### config.mk
export PLATFORM = sky130hd
export DESIGN_NAME = id_stage_pipelined
export DESIGN_NICKNAME = d
export VERILOG_FILES = /design/src/rtl/id_stage_pipelined.sv
export SDC_FILE = /design/constraint.sdc
export NUM_CORES = 2
export LEC_CHECK = 0
export BUFFER_PORTS_ARGS = -buffer_cell sky130_fd_sc_hd__buf_2
export CORE_UTILIZATION = 55
export CTS_CLUSTER_DIAMETER = 100
export DETAILED_ROUTE_END_ITERATION = 6
export PLACE_DENSITY = 0.74
export REMOVE_ABC_BUFFERS = 1
export SETUP_SLACK_MARGIN = 0.2
export SYNTH_ARGS = -nofsm -noshare
export SYNTH_HDL_FRONTEND = slang
export SYNTH_SLANG_ARGS = --single-unit
### constraint.sdc
create_clock -name clk -period 63.5 [get_ports clk]
set_clock_uncertainty 0.15 [all_clocks]
set_input_delay 12.7 -clock clk [delete_from_list [all_inputs] [get_ports clk]]
set_output_delay 12.7 -clock clk [all_outputs]
set_load 0.03 [all_outputs]
### src/rtl/id_stage_pipelined.sv
// id_stage_pipelined: ARM-subset decode with register file and ID/EX pipeline register.
// Define WB_BYPASS_EN so that same-cycle write-back data is forwarded to the operand reads.
module id_stage_pipelined #(
  parameter int DATA_W   = 32,
  parameter int NUM_REGS = 15,
  parameter int ADDR_W   = 4
) (
  input  logic              clk,
  input  logic              rst,
  input  logic [31:0]       instr_in,
  input  logic [DATA_W-1:0] pc_in,
  input  logic              valid_in,
  input  logic              freeze,
  input  logic              flush,
  input  logic              hazard,
  input  logic [3:0]        sr,
  input  logic              wb_en,
  input  logic [ADDR_W-1:0] wb_dest,
  input  logic [DATA_W-1:0] wb_value,
  output logic [ADDR_W-1:0] src1,
  output logic [ADDR_W-1:0] src2,
  output logic              two_src,
  output logic              valid_out,
  output logic              wb_en_out,
  output logic              mem_r_en_out,
  output logic              mem_w_en_out,
  output logic              b_out,
  output logic              s_out,
  output logic [3:0]        exe_cmd_out,
  output logic [DATA_W-1:0] val_rn_out,
  output logic [DATA_W-1:0] val_rm_out,
  output logic              imm_out,
  output logic [11:0]       shift_operand_out,
  output logic [23:0]       imm24_out,
  output logic [ADDR_W-1:0] dest_out,
  output logic [ADDR_W-1:0] src1_out,
  output logic [ADDR_W-1:0] src2_out,
  output logic [DATA_W-1:0] pc_out
);
  localparam logic [ADDR_W:0]   NR     = (ADDR_W+1)'(NUM_REGS);
  localparam logic [ADDR_W-1:0] PC_IDX = ADDR_W'(15);

  typedef struct packed {
    logic              valid;
    logic              wb;
    logic              mr;
    logic              mw;
    logic              b;
    logic              s;
    logic [3:0]        cmd;
    logic [DATA_W-1:0] rn;
    logic [DATA_W-1:0] rm;
    logic              imm;
    logic [11:0]       shop;
    logic [23:0]       imm24;
    logic [ADDR_W-1:0] dest;
    logic [ADDR_W-1:0] s1;
    logic [ADDR_W-1:0] s2;
    logic [DATA_W-1:0] pc;
  } idex_t;

  logic [DATA_W-1:0] rf_q [NUM_REGS];
  idex_t             idex_q, idex_d, ld;
  logic              we, store, dec_ok, cond_ok, wb, mr, mw, br, sf;
  logic [3:0]        cmd;
  logic              in1, in2, hit1, hit2;
  logic [DATA_W-1:0] rd1, rd2;
  logic              n_f, z_f, c_f, v_f;

  assign {n_f, z_f, c_f, v_f} = sr;
  assign store   = instr_in[27:26] == 2'b01 && !instr_in[20];
  assign src1    = ADDR_W'(instr_in[19:16]);
  assign src2    = store ? ADDR_W'(instr_in[15:12]) : ADDR_W'(instr_in[3:0]);
  assign two_src = !instr_in[25] || store;

  // Register file: index 15 is the PC and is never stored
  assign we = wb_en && ({1'b0, wb_dest} < NR);
  always_ff @(posedge clk or posedge rst) begin
    if (rst) for (int i = 0; i < NUM_REGS; i++) rf_q[i] <= '0;
    else if (we) rf_q[wb_dest] <= wb_value;
  end

  assign in1 = {1'b0, src1} < NR;
  assign in2 = {1'b0, src2} < NR;
`ifdef WB_BYPASS_EN
  assign hit1 = wb_en && wb_dest == src1;
  assign hit2 = wb_en && wb_dest == src2;
`else
  assign hit1 = 1'b0;
  assign hit2 = 1'b0;
`endif
  assign rd1 = in1 ? (hit1 ? wb_value : rf_q[src1]) : src1 == PC_IDX ? pc_in : '0;
  assign rd2 = in2 ? (hit2 ? wb_value : rf_q[src2]) : src2 == PC_IDX ? pc_in : '0;

  always_comb begin
    case (instr_in[31:28])
      4'h0: cond_ok = z_f;
      4'h1: cond_ok = !z_f;
      4'h2: cond_ok = c_f;
      4'h3: cond_ok = !c_f;
      4'h4: cond_ok = n_f;
      4'h5: cond_ok = !n_f;
      4'h6: cond_ok = v_f;
      4'h7: cond_ok = !v_f;
      4'h8: cond_ok = c_f && !z_f;
      4'h9: cond_ok = !c_f || z_f;
      4'ha: cond_ok = n_f == v_f;
      4'hb: cond_ok = n_f != v_f;
      4'hc: cond_ok = !z_f && n_f == v_f;
      4'hd: cond_ok = z_f || n_f != v_f;
      4'he: cond_ok = 1'b1;
      default: cond_ok = 1'b0;
    endcase
  end

  always_comb begin
    dec_ok = 1'b0;
    cmd    = 4'b0000;
    wb     = 1'b0;
    mr     = 1'b0;
    mw     = 1'b0;
    br     = 1'b0;
    sf     = 1'b0;
    case (instr_in[27:26])
      2'b00: begin
        dec_ok = 1'b1;
        wb     = 1'b1;
        sf     = instr_in[20];
        case (instr_in[24:21])
          4'b1101: cmd = 4'b0001;
          4'b1111: cmd = 4'b1001;
          4'b0100: cmd = 4'b0010;
          4'b0101: cmd = 4'b0011;
          4'b0010: cmd = 4'b0100;
          4'b0110: cmd = 4'b0101;
          4'b0000: cmd = 4'b0110;
          4'b1100: cmd = 4'b0111;
          4'b0001: cmd = 4'b1000;
          4'b1010: begin cmd = 4'b0100; wb = 1'b0; end
          4'b1000: begin cmd = 4'b0110; wb = 1'b0; end
          default: begin dec_ok = 1'b0; wb = 1'b0; sf = 1'b0; end
        endcase
      end
      2'b01: begin
        dec_ok = 1'b1;
        cmd    = 4'b0010;
        sf     = instr_in[20];
        mr     = instr_in[20];
        wb     = instr_in[20];
        mw     = !instr_in[20];
      end
      2'b10: begin
        dec_ok = 1'b1;
        br     = 1'b1;
      end
      default: dec_ok = 1'b0;
    endcase
  end

  always_comb begin
    ld       = '0;
    ld.valid = 1'b1;
    ld.wb    = wb;
    ld.mr    = mr;
    ld.mw    = mw;
    ld.b     = br;
    ld.s     = sf;
    ld.cmd   = cmd;
    ld.rn    = rd1;
    ld.rm    = rd2;
    ld.imm   = instr_in[25];
    ld.shop  = instr_in[11:0];
    ld.imm24 = instr_in[23:0];
    ld.dest  = ADDR_W'(instr_in[15:12]);
    ld.s1    = src1;
    ld.s2    = src2;
    ld.pc    = pc_in;
    idex_d   = flush ? '0 : freeze ? idex_q :
               (hazard || !valid_in || !cond_ok || !dec_ok) ? '0 : ld;
  end

  always_ff @(posedge clk or posedge rst) begin
    if (rst) idex_q <= '0;
    else idex_q <= idex_d;
  end

  assign valid_out         = idex_q.valid;
  assign wb_en_out         = idex_q.wb;
  assign mem_r_en_out      = idex_q.mr;
  assign mem_w_en_out      = idex_q.mw;
  assign b_out             = idex_q.b;
  assign s_out             = idex_q.s;
  assign exe_cmd_out       = idex_q.cmd;
  assign val_rn_out        = idex_q.rn;
  assign val_rm_out        = idex_q.rm;
  assign imm_out           = idex_q.imm;
  assign shift_operand_out = idex_q.shop;
  assign imm24_out         = idex_q.imm24;
  assign dest_out          = idex_q.dest;
  assign src1_out          = idex_q.s1;
  assign src2_out          = idex_q.s2;
  assign pc_out            = idex_q.pc;
endmodule
==> results.json <==
{
  "status": "finished, final reports clean",
  "finalMaxSlewViolations": 0,
  "end_kind": "output port",
  "grt_usage": 0.330,
  "final_cell_area_sq_um": 36300,
  "cp.required_ns": 50.65,
  "cts_setup_buffers": 0,
  "numCtsBuffers": 68,
  "drt_iter0_markers": 2703,
  "period_share": 0.442,
  "vias_per_cell": 6.81,
  "finalSetupTns_ns": 0,
  "yosys-top-cells-area": "dfrtp_1 (47%), mux2_2 (13%), mux4_2 (7.3%)",
  "syn_area_per_cell_sq_um": 11.9,
  "rows": 88,
  "cts_num_sinks": 615,
  "yosys.area.top_type": "dfrtp_1",
  "cts.hold.buffers_added": 0,
  "grt_pass1_wl_mm": 151,
  "fmax_mhz": 35.6,
  "finalHoldViolCount": 0,
  "synth.top_cell.area_share": 0.473,
  "hold_class": "reg2reg",
  "post_cts_resized": 0,
  "wl_met2_mm": 45.9,
  "cts-root-buf": "clkbuf_16",
  "ys_seq_elements": 615,
  "drv_cap": 0,
  "drive_above_1_share": 0.333,
  "cp.arrival_ns": 15.24,
  "via_count": 24800,
  "antenna_left": 0,
  "wl_per_cell_um": 27.1,
  "max_slew_margin": 0.142,
  "dr.pass1.iters": 7,
  "cts_buffer_depth": 3,
  "grt_max_degree": 197,
  "fin_cells": 3637,
  "antenna_found_initial": 2,
  "die_w_um": 245,
  "cts_tree": "yes",
  "nFillCells": 4408,
  "clock_latency_ns": 0.61,
  "core_sq_um": 58000,
  "port_buffers": 274,
  "clkTransAtPathRegs_ns": 0.06,
  "drc": 0,
  "p_per_area_nw_per_um2": 31.4,
  "die_height_um": 245,
  "met1Wirelength_mm": 39.4,
  "critical_path_class": "in2out",
  "grt_overflow": 0,
  "rsz0062_at_grt": "false",
  "nNetsFinal": 2935,
  "routed.top_layer": "met4",
  "hold_ws_ns": 0.325,
  "wl_mm": 98.6,
  "initial_core_util": 0.560,
  "placed_cells": 3515,
  "placed_area_sq_um": 34100,
  "synth_edf_count": 0,
  "cp-start-kind": "input port",
  "yosysMostFrequentCell": "dfrtp_1",
  "grt_pass1_vias": 25000,
  "ys.flop_type": "dfrtp_1",
  "cts-htree-levels": 3,
  "dieArea_sq_um": 60100,
  "gp_congestion": 0.819,
  "cp_max_fo": 34,
  "worst_slack_ns": 35.41,
  "io_pins": 275,
  "syn2layout_area_growth_pct": 11.5,
  "yosysUniqueCellTypes": 61,
  "dp_hpwl_mm": 54.0,
  "tightest_slew_ns": 1.29,
  "async_reset_ff_frac": 1.00,
  "post-place-ws_ns": 35.45,
  "synthCells": 2726,
  "setup_viol_count_final": 0,
  "yosys_warnings": 0,
  "netlist_top_cells_count": "dfrtp_1 (615), mux2_2 (375), a211oi_1 (210)",
  "multi_input_area_sq_um": 15500,
  "p_leak_uw": 0.0160,
  "vdd.ir_drop.worst_v": 0.0000209,
  "period_minus_slack_ns": 28.09,
  "ys_seq_area_frac": 0.473,
  "syn-cell-area_sq_um": 32500,
  "wl_met3_mm": 9.49,
  "seq_area_sq_um": 15400
}
## power breakdown
part           internal [uW]  leakage [uW]  total (uW)  switching, uW
Clock                    229       0.00107         393            164
Combinational            115       0.00716         224            109
Sequential               465       0.00776         521           56.4
Total                    808        0.0160        1140            330
## critical path, stage by stage
cell and delay, ns:
buf_2 0.12, inv_1 0.07, ha_1 0.41, nor2b_2 0.59, mux2i_4 0.50, inv_2 0.49
buf_2 0.35
## layout by cell type (no fill, tap or decap), types with 4 or more instances in the layout
cell       synthesis  final
dfrtp_1          615    615
mux2_2           375    375
buf_2             72    270
a211oi_1         210    210
nand2_1          208    206
mux2i_1          137    137
mux4_2           105    105
inv_1            104    103
o21ai_0          100    100
mux2_1            83     83
a21oi_1           76     75
clkbuf_16          0     70
a22o_1            55     55
buf_4             38     49
o2111ai_1         34     34
a32oi_1           32     32
nor2_1            41     31
a2111oi_0         31     31
a21boi_0          29     29
nor2b_1           27     24
a22oi_1           23     23
o22ai_1           23     23
o31ai_1           25     23
clkbuf_1         151     19
clkbuf_8           0     12
nor2_4             0     10
a22oi_2           10     10
o21ai_1            9      9
clkinv_2           0      9
nand2b_1          11      7
nand3_1            6      6
inv_6              0      5
a31oi_1            8      4
a31oi_4            0      4
ha_1               4      4
## sequential cells by signal (all words and copies together), names as in the netlist
signal / cells
b_out: 1
exe_cmd_out: 4
imm24_out: 13
imm_out: 1
mem_r_en_out: 1
mem_w_en_out: 1
pc_out: 32
rf_q: 480
s_out: 1
shift_operand_out: 11
src2_out: 4
val_rm_out: 32
val_rn_out: 32
valid_out: 1
wb_en_out: 1
## area by class of cell
cell class                 count  share of cell area
tap                          765              0.0264
clock buffer                 100              0.0545
antenna                        1           0.0000690
clock inverter                21             0.00600
multi-input combinational   1706               0.428
sequential                   615               0.424
inverter                     106              0.0113
timing repair buffer         323              0.0494
## through the flow
stage	total power, uW	utilization
after global routing	1180	0.625
after CTS	1140	0.625
after detailed placement	745	0.587
after floorplan	670	-
final	1140	0.625
after global placement	727	0.587
## routing by layer
metal / up-vias / GRT usage
met1: 12800 / 0.441
li1: 10400 / -
met3: 277 / 0.0721
met5: - / 0
met4: 0 / 0.147
met2: 1368 / 0.516
## worst paths after layout
kind                              start             to  slack [ns]  depth (start not counted)
min in group asynchronous           rst          b_out       12.05                          2
max reg2reg                   rf_q[384]  val_rm_out[0]       61.17                          6
max in group asynchronous           rst      rf_q[199]       48.69                          4
min                         src2_out[0]    src2_out[0]        0.32                          2
min reg2reg                 src2_out[0]    src2_out[0]        0.32                          2
max                        instr_in[27]        src2[1]       35.41                          7
## logic make-up after synthesis
family / count (synthesis) / share of synthesized area
compound gates: 678 / 0.149
flops: 615 / 0.473
buf+inv: 405 / 0.0570
mux: 702 / 0.275
xor+xnor: 3 / 0.000808
fa+ha+maj: 4 / 0.00154
simple gates: 319 / 0.0435
No activity file was read; power rests on OpenSTA's default activity.
